$ cat config.mk
export PLATFORM = sky130hd
export DESIGN_NAME = vscale_hasti_arbiter_flat
export DESIGN_NICKNAME = d
export VERILOG_FILES = /design/src/rtl/vscale_hasti_arbiter_if.sv /design/src/rtl/vscale_hasti_arbiter.sv /design/src/flat_wrapper.sv
export SDC_FILE = /design/constraint.sdc
export NUM_CORES = 1
export LEC_CHECK = 0
export ABC_CLOCK_PERIOD_IN_PS = 8200
export CORE_MARGIN = 4
export CORE_UTILIZATION = 40
export DETAILED_ROUTE_END_ITERATION = 12
export GPL_TIMING_DRIVEN = 0
export PLACE_DENSITY = 0.81
export SLEW_MARGIN = 20
export SYNTH_ARGS = -nofsm -noshare
export SYNTH_HDL_FRONTEND = slang
export SYNTH_SLANG_ARGS = --single-unit
$ cat constraint.sdc
create_clock -name hclk -period 8.2 [get_ports hclk]
set_input_delay 1.64 -clock hclk [delete_from_list [all_inputs] [get_ports hclk]]
set_output_delay 1.64 -clock hclk [all_outputs]
set_load 0.005 [all_outputs]
$ cat src/rtl/vscale_hasti_arbiter_if.sv
// HASTI (AHB-Lite) signal bundle; the arbiter takes two of these on its master-facing
// side (slave modport) and drives one toward the SRAM (master modport).
interface vscale_hasti_arbiter_if;
    logic [31:0] haddr;
    logic        hwrite;
    logic [2:0]  hsize;
    logic [2:0]  hburst;
    logic        hmastlock;
    logic [3:0]  hprot;
    logic [1:0]  htrans;
    logic [31:0] hwdata;
    logic [31:0] hrdata;
    logic        hready;
    logic        hresp;

    modport master (
        output haddr, hwrite, hsize, hburst, hmastlock, hprot, htrans, hwdata,
        input  hrdata, hready, hresp
    );

    modport slave (
        input  haddr, hwrite, hsize, hburst, hmastlock, hprot, htrans, hwdata,
        output hrdata, hready, hresp
    );
endinterface

$ cat src/rtl/vscale_hasti_arbiter.sv
// Two-master to one-slave HASTI arbiter: a losing or stalled address phase is parked in a
// per-master holding register and the master is held off with hready until it completes.
module vscale_hasti_arbiter #(
    parameter bit ROUND_ROBIN = 1'b1
) (
    input  logic                   hclk,
    input  logic                   hresetn,
    vscale_hasti_arbiter_if.slave  m0,
    vscale_hasti_arbiter_if.slave  m1,
    vscale_hasti_arbiter_if.master s
);

    localparam logic [1:0] HTRANS_IDLE   = 2'b00;
    localparam logic [1:0] HTRANS_NONSEQ = 2'b10;
    localparam logic [2:0] HBURST_SINGLE = 3'b000;

    typedef enum logic [1:0] {
        OWN_NONE = 2'd0,
        OWN_M0   = 2'd1,
        OWN_M1   = 2'd2
    } owner_e;

    typedef struct packed {
        logic [31:0] addr;
        logic        wr;
        logic [2:0]  size;
        logic [3:0]  prot;
        logic        lock;
    } req_t;

    owner_e r_owner, w_owner_nxt;
    logic   r_last_grant, w_last_grant_nxt;
    logic   r_pend0, r_pend1, w_pend0_nxt, w_pend1_nxt;
    req_t   r_req0, r_req1, r_hold;
    req_t   w_bus0, w_bus1, w_src0, w_src1, w_sreq;
    logic   w_hready0, w_hready1;
    logic   w_live0, w_live1;
    logic   w_cand0, w_cand1;
    logic   w_issue, w_grant1;
    logic   w_unused;

    assign w_bus0 = '{addr: m0.haddr, wr: m0.hwrite, size: m0.hsize, prot: m0.hprot, lock: m0.hmastlock};
    assign w_bus1 = '{addr: m1.haddr, wr: m1.hwrite, size: m1.hsize, prot: m1.hprot, lock: m1.hmastlock};

    assign w_hready0 = r_pend0 ? 1'b0 : ((r_owner == OWN_M0) ? s.hready : 1'b1);
    assign w_hready1 = r_pend1 ? 1'b0 : ((r_owner == OWN_M1) ? s.hready : 1'b1);

    assign w_live0 = hresetn & m0.htrans[1] & w_hready0;
    assign w_live1 = hresetn & m1.htrans[1] & w_hready1;
    assign w_cand0 = r_pend0 | w_live0;
    assign w_cand1 = r_pend1 | w_live1;
    assign w_src0  = r_pend0 ? r_req0 : w_bus0;
    assign w_src1  = r_pend1 ? r_req1 : w_bus1;
    assign w_issue = s.hready & (w_cand0 | w_cand1);

    always_comb begin
        w_grant1 = w_cand1;
        if (w_cand0 && w_cand1) begin
            w_grant1 = ROUND_ROBIN ? ~r_last_grant : 1'b0;
        end
    end

    // Address/control stay parked on the last issued values whenever nothing new goes out.
    assign w_sreq = w_issue ? (w_grant1 ? w_src1 : w_src0) : r_hold;

    always_ff @(posedge hclk or negedge hresetn) begin
        if (!hresetn) begin
            r_owner      <= OWN_NONE;
            r_last_grant <= 1'b1;
            r_pend0      <= 1'b0;
            r_pend1      <= 1'b0;
        end else begin
            r_owner      <= w_owner_nxt;
            r_last_grant <= w_last_grant_nxt;
            r_pend0      <= w_pend0_nxt;
            r_pend1      <= w_pend1_nxt;
        end
    end

    // Payload registers carry no reset: they are only consumed behind a set pend flag.
    always_ff @(posedge hclk) begin
        if (w_live0) r_req0 <= w_bus0;
        if (w_live1) r_req1 <= w_bus1;
        r_hold <= w_sreq;
    end

    always_comb begin
        w_owner_nxt      = r_owner;
        w_last_grant_nxt = r_last_grant;
        w_pend0_nxt      = w_cand0 & ~(w_issue & ~w_grant1);
        w_pend1_nxt      = w_cand1 & ~(w_issue & w_grant1);
        if (s.hready) begin
            if (!w_issue)      w_owner_nxt = OWN_NONE;
            else if (w_grant1) w_owner_nxt = OWN_M1;
            else               w_owner_nxt = OWN_M0;
        end
        if (w_issue) begin
            w_last_grant_nxt = w_grant1;
        end
    end

    // Wait cycles present IDLE so the slave never sees the already-accepted transfer twice.
    always_comb begin
        s.haddr     = w_sreq.addr;
        s.hwrite    = w_sreq.wr;
        s.hsize     = w_sreq.size;
        s.hprot     = w_sreq.prot;
        s.hmastlock = w_sreq.lock;
        s.hburst    = HBURST_SINGLE;
        s.htrans    = w_issue ? HTRANS_NONSEQ : HTRANS_IDLE;
        s.hwdata    = (r_owner == OWN_M1) ? m1.hwdata : m0.hwdata;
        m0.hready   = w_hready0;
        m1.hready   = w_hready1;
        m0.hresp    = (r_owner == OWN_M0 && !r_pend0) ? s.hresp : 1'b0;
        m1.hresp    = (r_owner == OWN_M1 && !r_pend1) ? s.hresp : 1'b0;
        m0.hrdata   = s.hrdata;
        m1.hrdata   = s.hrdata;
    end

    // Burst type and SEQ vs NONSEQ are dropped: every issued beat is a SINGLE NONSEQ.
    assign w_unused = ^{m0.hburst, m1.hburst, m0.htrans[0], m1.htrans[0]};

endmodule
$ cat src/flat_wrapper.sv
// flat-port wrapper written by rule: the top's interface ports become plain ports
module vscale_hasti_arbiter_flat 
#(
    parameter bit ROUND_ROBIN = 1'b1
)
  (hclk, hresetn, m0_haddr, m0_hwrite, m0_hsize, m0_hburst, m0_hmastlock, m0_hprot, m0_htrans, m0_hwdata, m0_hrdata, m0_hready, m0_hresp, m1_haddr, m1_hwrite, m1_hsize, m1_hburst, m1_hmastlock, m1_hprot, m1_htrans, m1_hwdata, m1_hrdata, m1_hready, m1_hresp, s_haddr, s_hwrite, s_hsize, s_hburst, s_hmastlock, s_hprot, s_htrans, s_hwdata, s_hrdata, s_hready, s_hresp);
  vscale_hasti_arbiter_if m0_i ();
  vscale_hasti_arbiter_if m1_i ();
  vscale_hasti_arbiter_if s_i ();
  input  logic hclk;
  input  logic hresetn;
  input wire logic [$bits(m0_i.haddr)-1:0] m0_haddr;
  input wire logic [$bits(m0_i.hwrite)-1:0] m0_hwrite;
  input wire logic [$bits(m0_i.hsize)-1:0] m0_hsize;
  input wire logic [$bits(m0_i.hburst)-1:0] m0_hburst;
  input wire logic [$bits(m0_i.hmastlock)-1:0] m0_hmastlock;
  input wire logic [$bits(m0_i.hprot)-1:0] m0_hprot;
  input wire logic [$bits(m0_i.htrans)-1:0] m0_htrans;
  input wire logic [$bits(m0_i.hwdata)-1:0] m0_hwdata;
  output wire logic [$bits(m0_i.hrdata)-1:0] m0_hrdata;
  output wire logic [$bits(m0_i.hready)-1:0] m0_hready;
  output wire logic [$bits(m0_i.hresp)-1:0] m0_hresp;
  input wire logic [$bits(m1_i.haddr)-1:0] m1_haddr;
  input wire logic [$bits(m1_i.hwrite)-1:0] m1_hwrite;
  input wire logic [$bits(m1_i.hsize)-1:0] m1_hsize;
  input wire logic [$bits(m1_i.hburst)-1:0] m1_hburst;
  input wire logic [$bits(m1_i.hmastlock)-1:0] m1_hmastlock;
  input wire logic [$bits(m1_i.hprot)-1:0] m1_hprot;
  input wire logic [$bits(m1_i.htrans)-1:0] m1_htrans;
  input wire logic [$bits(m1_i.hwdata)-1:0] m1_hwdata;
  output wire logic [$bits(m1_i.hrdata)-1:0] m1_hrdata;
  output wire logic [$bits(m1_i.hready)-1:0] m1_hready;
  output wire logic [$bits(m1_i.hresp)-1:0] m1_hresp;
  output wire logic [$bits(s_i.haddr)-1:0] s_haddr;
  output wire logic [$bits(s_i.hwrite)-1:0] s_hwrite;
  output wire logic [$bits(s_i.hsize)-1:0] s_hsize;
  output wire logic [$bits(s_i.hburst)-1:0] s_hburst;
  output wire logic [$bits(s_i.hmastlock)-1:0] s_hmastlock;
  output wire logic [$bits(s_i.hprot)-1:0] s_hprot;
  output wire logic [$bits(s_i.htrans)-1:0] s_htrans;
  output wire logic [$bits(s_i.hwdata)-1:0] s_hwdata;
  input wire logic [$bits(s_i.hrdata)-1:0] s_hrdata;
  input wire logic [$bits(s_i.hready)-1:0] s_hready;
  input wire logic [$bits(s_i.hresp)-1:0] s_hresp;
  assign m0_i.haddr = m0_haddr;
  assign m0_i.hwrite = m0_hwrite;
  assign m0_i.hsize = m0_hsize;
  assign m0_i.hburst = m0_hburst;
  assign m0_i.hmastlock = m0_hmastlock;
  assign m0_i.hprot = m0_hprot;
  assign m0_i.htrans = m0_htrans;
  assign m0_i.hwdata = m0_hwdata;
  assign m0_hrdata = m0_i.hrdata;
  assign m0_hready = m0_i.hready;
  assign m0_hresp = m0_i.hresp;
  assign m1_i.haddr = m1_haddr;
  assign m1_i.hwrite = m1_hwrite;
  assign m1_i.hsize = m1_hsize;
  assign m1_i.hburst = m1_hburst;
  assign m1_i.hmastlock = m1_hmastlock;
  assign m1_i.hprot = m1_hprot;
  assign m1_i.htrans = m1_htrans;
  assign m1_i.hwdata = m1_hwdata;
  assign m1_hrdata = m1_i.hrdata;
  assign m1_hready = m1_i.hready;
  assign m1_hresp = m1_i.hresp;
  assign s_haddr = s_i.haddr;
  assign s_hwrite = s_i.hwrite;
  assign s_hsize = s_i.hsize;
  assign s_hburst = s_i.hburst;
  assign s_hmastlock = s_i.hmastlock;
  assign s_hprot = s_i.hprot;
  assign s_htrans = s_i.htrans;
  assign s_hwdata = s_i.hwdata;
  assign s_i.hrdata = s_hrdata;
  assign s_i.hready = s_hready;
  assign s_i.hresp = s_hresp;
  vscale_hasti_arbiter #(.ROUND_ROBIN(ROUND_ROBIN)) u_core (.hclk(hclk), .hresetn(hresetn), .m0(m0_i), .m1(m1_i), .s(s_i));
endmodule
Word-level counts from Yosys, hierarchy flattened:

Index checks and enable logic that the tools add are counted.

* flip-flop bits (word level): 128
* output and inout port bits: 146
* logic and storage cells: 57

* equality and inequality tests: 2
* muxes and demuxes: 15
* bitwise operators: 16
* reduce and logical (&&, ||, !) cells: 5

Operators by type and width (count)
* $mux 41: 4
* $mux 32: 1
* $and 1x1->1: 9
* $mux 1: 7
* $mux 2: 3
* $not 1->1: 4
* $logic_and 1x1->1: 3
* $or 1x1->1: 3
* $eq 2x1->1 const B: 1
* $eq 2x2->1 const B: 1
* $logic_not 1->1: 2

Longest topological paths before layout:

* depth in word-level cells: 11
* gate-level depth with buffers: 5
* mapped depth without buffers: 3

Worst setup path before layout:

OpenSTA, ideal clock, no wires.

* path kind: in2reg
* start point: input s_hready
* end point: register u_core.r_req0[0] in the netlist's numbering, enable pin
* data arrival time: 4544 ps
* data required time: 7709 ps
* slack: 3166 ps
* cell stages on the path: 2
* path buffers: 0
* path through: nor3b_1 -> nor3_1

* word-level cells in the longest chain between the ends: 3

RTL lines
* from (decl): line flat_wrapper.sv:43 `input wire logic [$bits(s_i.hready)-1:0] s_hready;`
* $mux 1 (2 in a row): line vscale_hasti_arbiter.sv:45 `assign w_hready0 = r_pend0 ? 1'b0 : ((r_owner == OWN_M0) ? s.hready : 1'b1);`
* $and 1x1->1: line vscale_hasti_arbiter.sv:48 `assign w_live0 = hresetn & m0.htrans[1] & w_hready0;`
* named net u_core.w_live0: line vscale_hasti_arbiter.sv:37 `logic w_live0, w_live1;`
* to (signal assigned): line vscale_hasti_arbiter.sv:82 `if (w_live0) r_req0 <= w_bus0;`
* to (decl): line vscale_hasti_arbiter.sv:34 `req_t r_req0, r_req1, r_hold;`

The timed path passes the listed nets, and every way through them passes these cells.
A chain may end at the register's enable or synchronous reset.

Worst setup path in the final report:

* start point: input hresetn
* end point: output s_haddr[9]

* word-level cells in the longest chain between the ends: 7

RTL lines
* from (decl): line flat_wrapper.sv:11 `input logic hresetn;`
* $and 1x1->1, on equally long branches (2 in a row): line vscale_hasti_arbiter.sv:48, vscale_hasti_arbiter.sv:49
* $or 1x1->1, on equally long branches: line vscale_hasti_arbiter.sv:50, vscale_hasti_arbiter.sv:51
* $logic_and 1x1->1: line vscale_hasti_arbiter.sv:58 `if (w_cand0 && w_cand1) begin`
* $mux 1: line vscale_hasti_arbiter.sv:58
* $mux 41: line vscale_hasti_arbiter.sv:64 `assign w_sreq = w_issue ? (w_grant1 ? w_src1 : w_src0) : r_hold;`
* $mux 41 (*): line vscale_hasti_arbiter.sv:64
* to (decl): line flat_wrapper.sv:34 `output wire logic [$bits(s_i.haddr)-1:0] s_haddr;`

Every way passes the cells marked *; elsewhere a longest branch is shown, timed or not.

==> qor.txt <==
Status: completed
Worst hold start: u_core.r_hold[34]$_DFF_P_
Per-cell routed wire length: 22.42 um
Pleak: 3.859 nW
Endpoints failing setup: 0
Worst-Skew Late Latency: 0.41 ns
Grt ovf: 0
Power Density: 237.0 nW/um^2
Tmin final: 5.984 ns
CP Class: in2out
Reg2Reg Depth: 7
Hold Path Sink: u_core.r_hold[34]$_DFF_P_
Gate power share: 34.1%
Syn avg cell area: 13.86 um^2
Fin util: 65.47%
Max Cap Viol: 0
Max transition margin: 60.72%
Die W: 135.3 um
Synthesized flop and latch total: 128
Register area share after synthesis: 52.58%
Synthesis warning total: 0
Synth cell types: 36
Cts repair resizes: 0
Async SR Flop Fraction: 3.906%
Finished Layout Cells: 1021
Core area: 15890 um^2
Clock sink total: 128
Post-route DRC: 0
Pin count of the biggest net entering global routing: 17
R2r startpoint: u_core.r_owner[1]$_DFFE_PN0P_
Share of cells above drive strength 1: 23.38%
R2r setup slk: 5.86 ns
Worst slew pin tran: 0.5878 ns
DR iter-0 viols: 272
DP Wirelength: 17910 um
Fmax: 0.1671 GHz
Final Cycle Share: 72.97%
Main synth FF type: edfxtp_1
FF-to-FF End: u_core.r_req1[40]$_DFFE_PP_
First-pass GRT wire length: 33670 um
GPL Wtd Cong: 0.8605
Hold Buf Count CTS: 0
Critical Path AT: 4.34 ns
Drt pass-1 iters: 5
Number of port buffers: 293
Row count: 46
Max-slew violations: 0
Vias per cell: 5.305
CP startpoint kind: primary input
Ports: 338
CTS tree: done
Vias in the first global route: 5723
Clock power frac: 31.8%
WP data required: 6.56 ns
Final Hold Fails: 0
CTS Buffer Depth: 2
Detail Route Antenna Nets: 0
Die height: 135.3 um
RSZ-0062 raised after global routing: false
Most frequent cell after synthesis: edfxtp_1
Hold depth: 1
Final wirelength: 22890 um
Max Clock Skew: 0.01146 ns
Area growth from synthesis to layout: 60.37%
H-tree depth: 4
Dominant cell type by area after synthesis: edfxtp_1
Switching power: 0.6588 mW
Cells after DPL: 988
Worst hold path type: reg2reg
Yosys top cell area share: 37.97%
DIE AREA: 18310 um^2
P_int: 1.806 mW
Syn Inst Count: 468
WHS: 0.4943 ns
Initial antenna violation count: 1
Area contributors post-synth: edfxtp_1 (38%), dfxtp_1 (13%), buf_4 (8.0%), a221o_1 (6.3%), mux2i_1 (6.3%)
Peak supply drop: 0.1807 mV
Sequential cell fraction of total power: 34.0%
Initial core utilization: 40.82%
Root buffer cell: clkbuf_16
Via count: 5416
Clock buffer count from CTS: 17
Fillers: 1220
CP Capture Type: primary output
Final TNS setup: 0 ns
Nets: 983
Crit path max fanout: 11
Post-CTS setup buffers: 0
Post-synth top cells: edfxtp_1 (82), buf_4 (69), a22o_1 (42)
Mapped cell area: 6485 um^2
Net Sw Frac: 26.73%
Clock transition at path regs: 0.05 ns
Tot GR Track Use: 23.84%
Number of enable flip-flop cells after synthesis: 82
==> sequential cells by signal (all words and copies together), names as in the netlist <==
name / cells
u_core.r_pend1: 1
u_core.r_last_grant: 1
u_core.r_hold: 41
u_core.r_pend0: 1
u_core.r_owner: 2
u_core.r_req0: 41
u_core.r_req1: 41
==> worst max-delay path, stage by stage <==
cell and delay, ns:
clkdlybuf4s50_1 0.79, a21oi_2 0.22, clkbuf_1 0.31, a2111oi_1 0.65, a221o_1 0.22, clkdlybuf4s50_1 0.51
==> how the worst max path moves through the flow <==
stage               startpoint                          end  slack, ns  cells after the start
finish                 hresetn                   s_haddr[9]       2.22                      6
global route           hresetn                  s_haddr[16]       2.11                      6
CTS                    hresetn                   s_haddr[9]       2.23                      6
detailed placement     hresetn                   s_haddr[3]       2.40                      6
global placement       hresetn  u_core.r_req1[19]$_DFFE_PP_       0.94                      3
floorplan             s_hready   u_core.r_req0[0]$_DFFE_PP_       3.17                      2
==> per-layer routing <==
layer | wire length, um | global-route usage (%) | vias to the layer above
met1 | 8955 | 28.32 | 2645
met5 | 0 | 0 | -
met3 | 1644 | 6.501 | 32
li1 | - | - | 2475
met4 | 535 | 6.719 | 0
met2 | 11760 | 42.37 | 264
==> logic make-up (layout without fill, tap and decap cells) <==
logic type | Yosys count | in the layout | share of synthesized area [%]
AOI/OAI and AO/OA | 136 | 136 | 20.72
DFF | 128 | 128 | 52.58
buffers and inverters | 117 | 450 | 13.64
muxes | 73 | 73 | 11.89
and+or+nand+nor | 13 | 13 | 1.119
other | 1 | 5 | 0.05783
==> power by group through the flow <==
stage	clock, mW	sequential (mW)	combinational [mW]
final	0.785	0.839	0.841
after global routing	0.822	0.846	0.890
after CTS	0.792	0.838	0.845
after detailed placement	0	0.849	0.832
after global placement	0	0.847	0.812
after floorplan	0	0.840	0.404
==> cells in the final DEF, fill, tap and decap left out, types with 3 or more instances in the layout <==
cell type	synthesis	routed
a2111oi_0	4	4
a221o_1	41	41
a2111oi_2	10	10
dfxtp_1	41	41
mux2_2	32	32
conb_1	1	4
clkdlybuf4s50_1	0	293
clkbuf_1	11	14
mux2i_1	41	41
a2111oi_1	27	27
clkbuf_16	0	17
buf_4	69	73
clkinvlp_4	0	3
a22o_1	42	42
nor2_1	4	4
clkinv_2	0	4
buf_2	13	13
buf_12	3	3
buf_6	16	20
bufinv_16	0	4
edfxtp_1	82	82
dfrtp_1	4	4
inv_1	3	3
==> final cells by class <==
cell class                      count  area, um^2  share of cell area, %
Clock buffer                       21       450.4                  4.331
Clock inverter                     11       162.7                  1.564
Buffer                            114       873.3                  8.397
Tap cell                          216       270.3                  2.599
Multi-Input combinational cell    226        2212                  21.27
Antenna cell                        1       2.502                0.02406
Sequential cell                   128        3410                  32.78
Inverter                            3       11.26                 0.1083
Timing Repair Buffer              301        3008                  28.92
==> metrics by stage <==
stage / power (mW) / cell area [um^2] / setup WS, ns
final: 2.465 / 10400 / 2.216
after detailed placement: 1.681 / 9784 / 2.402
after CTS: 2.474 / 10400 / 2.235
after global placement: 1.659 / 9699 / 0.9358
after global routing: 2.558 / 10400 / 2.113
after floorplan: 1.244 / 6496 / 3.166
Power figures use the tool's default switching activity.
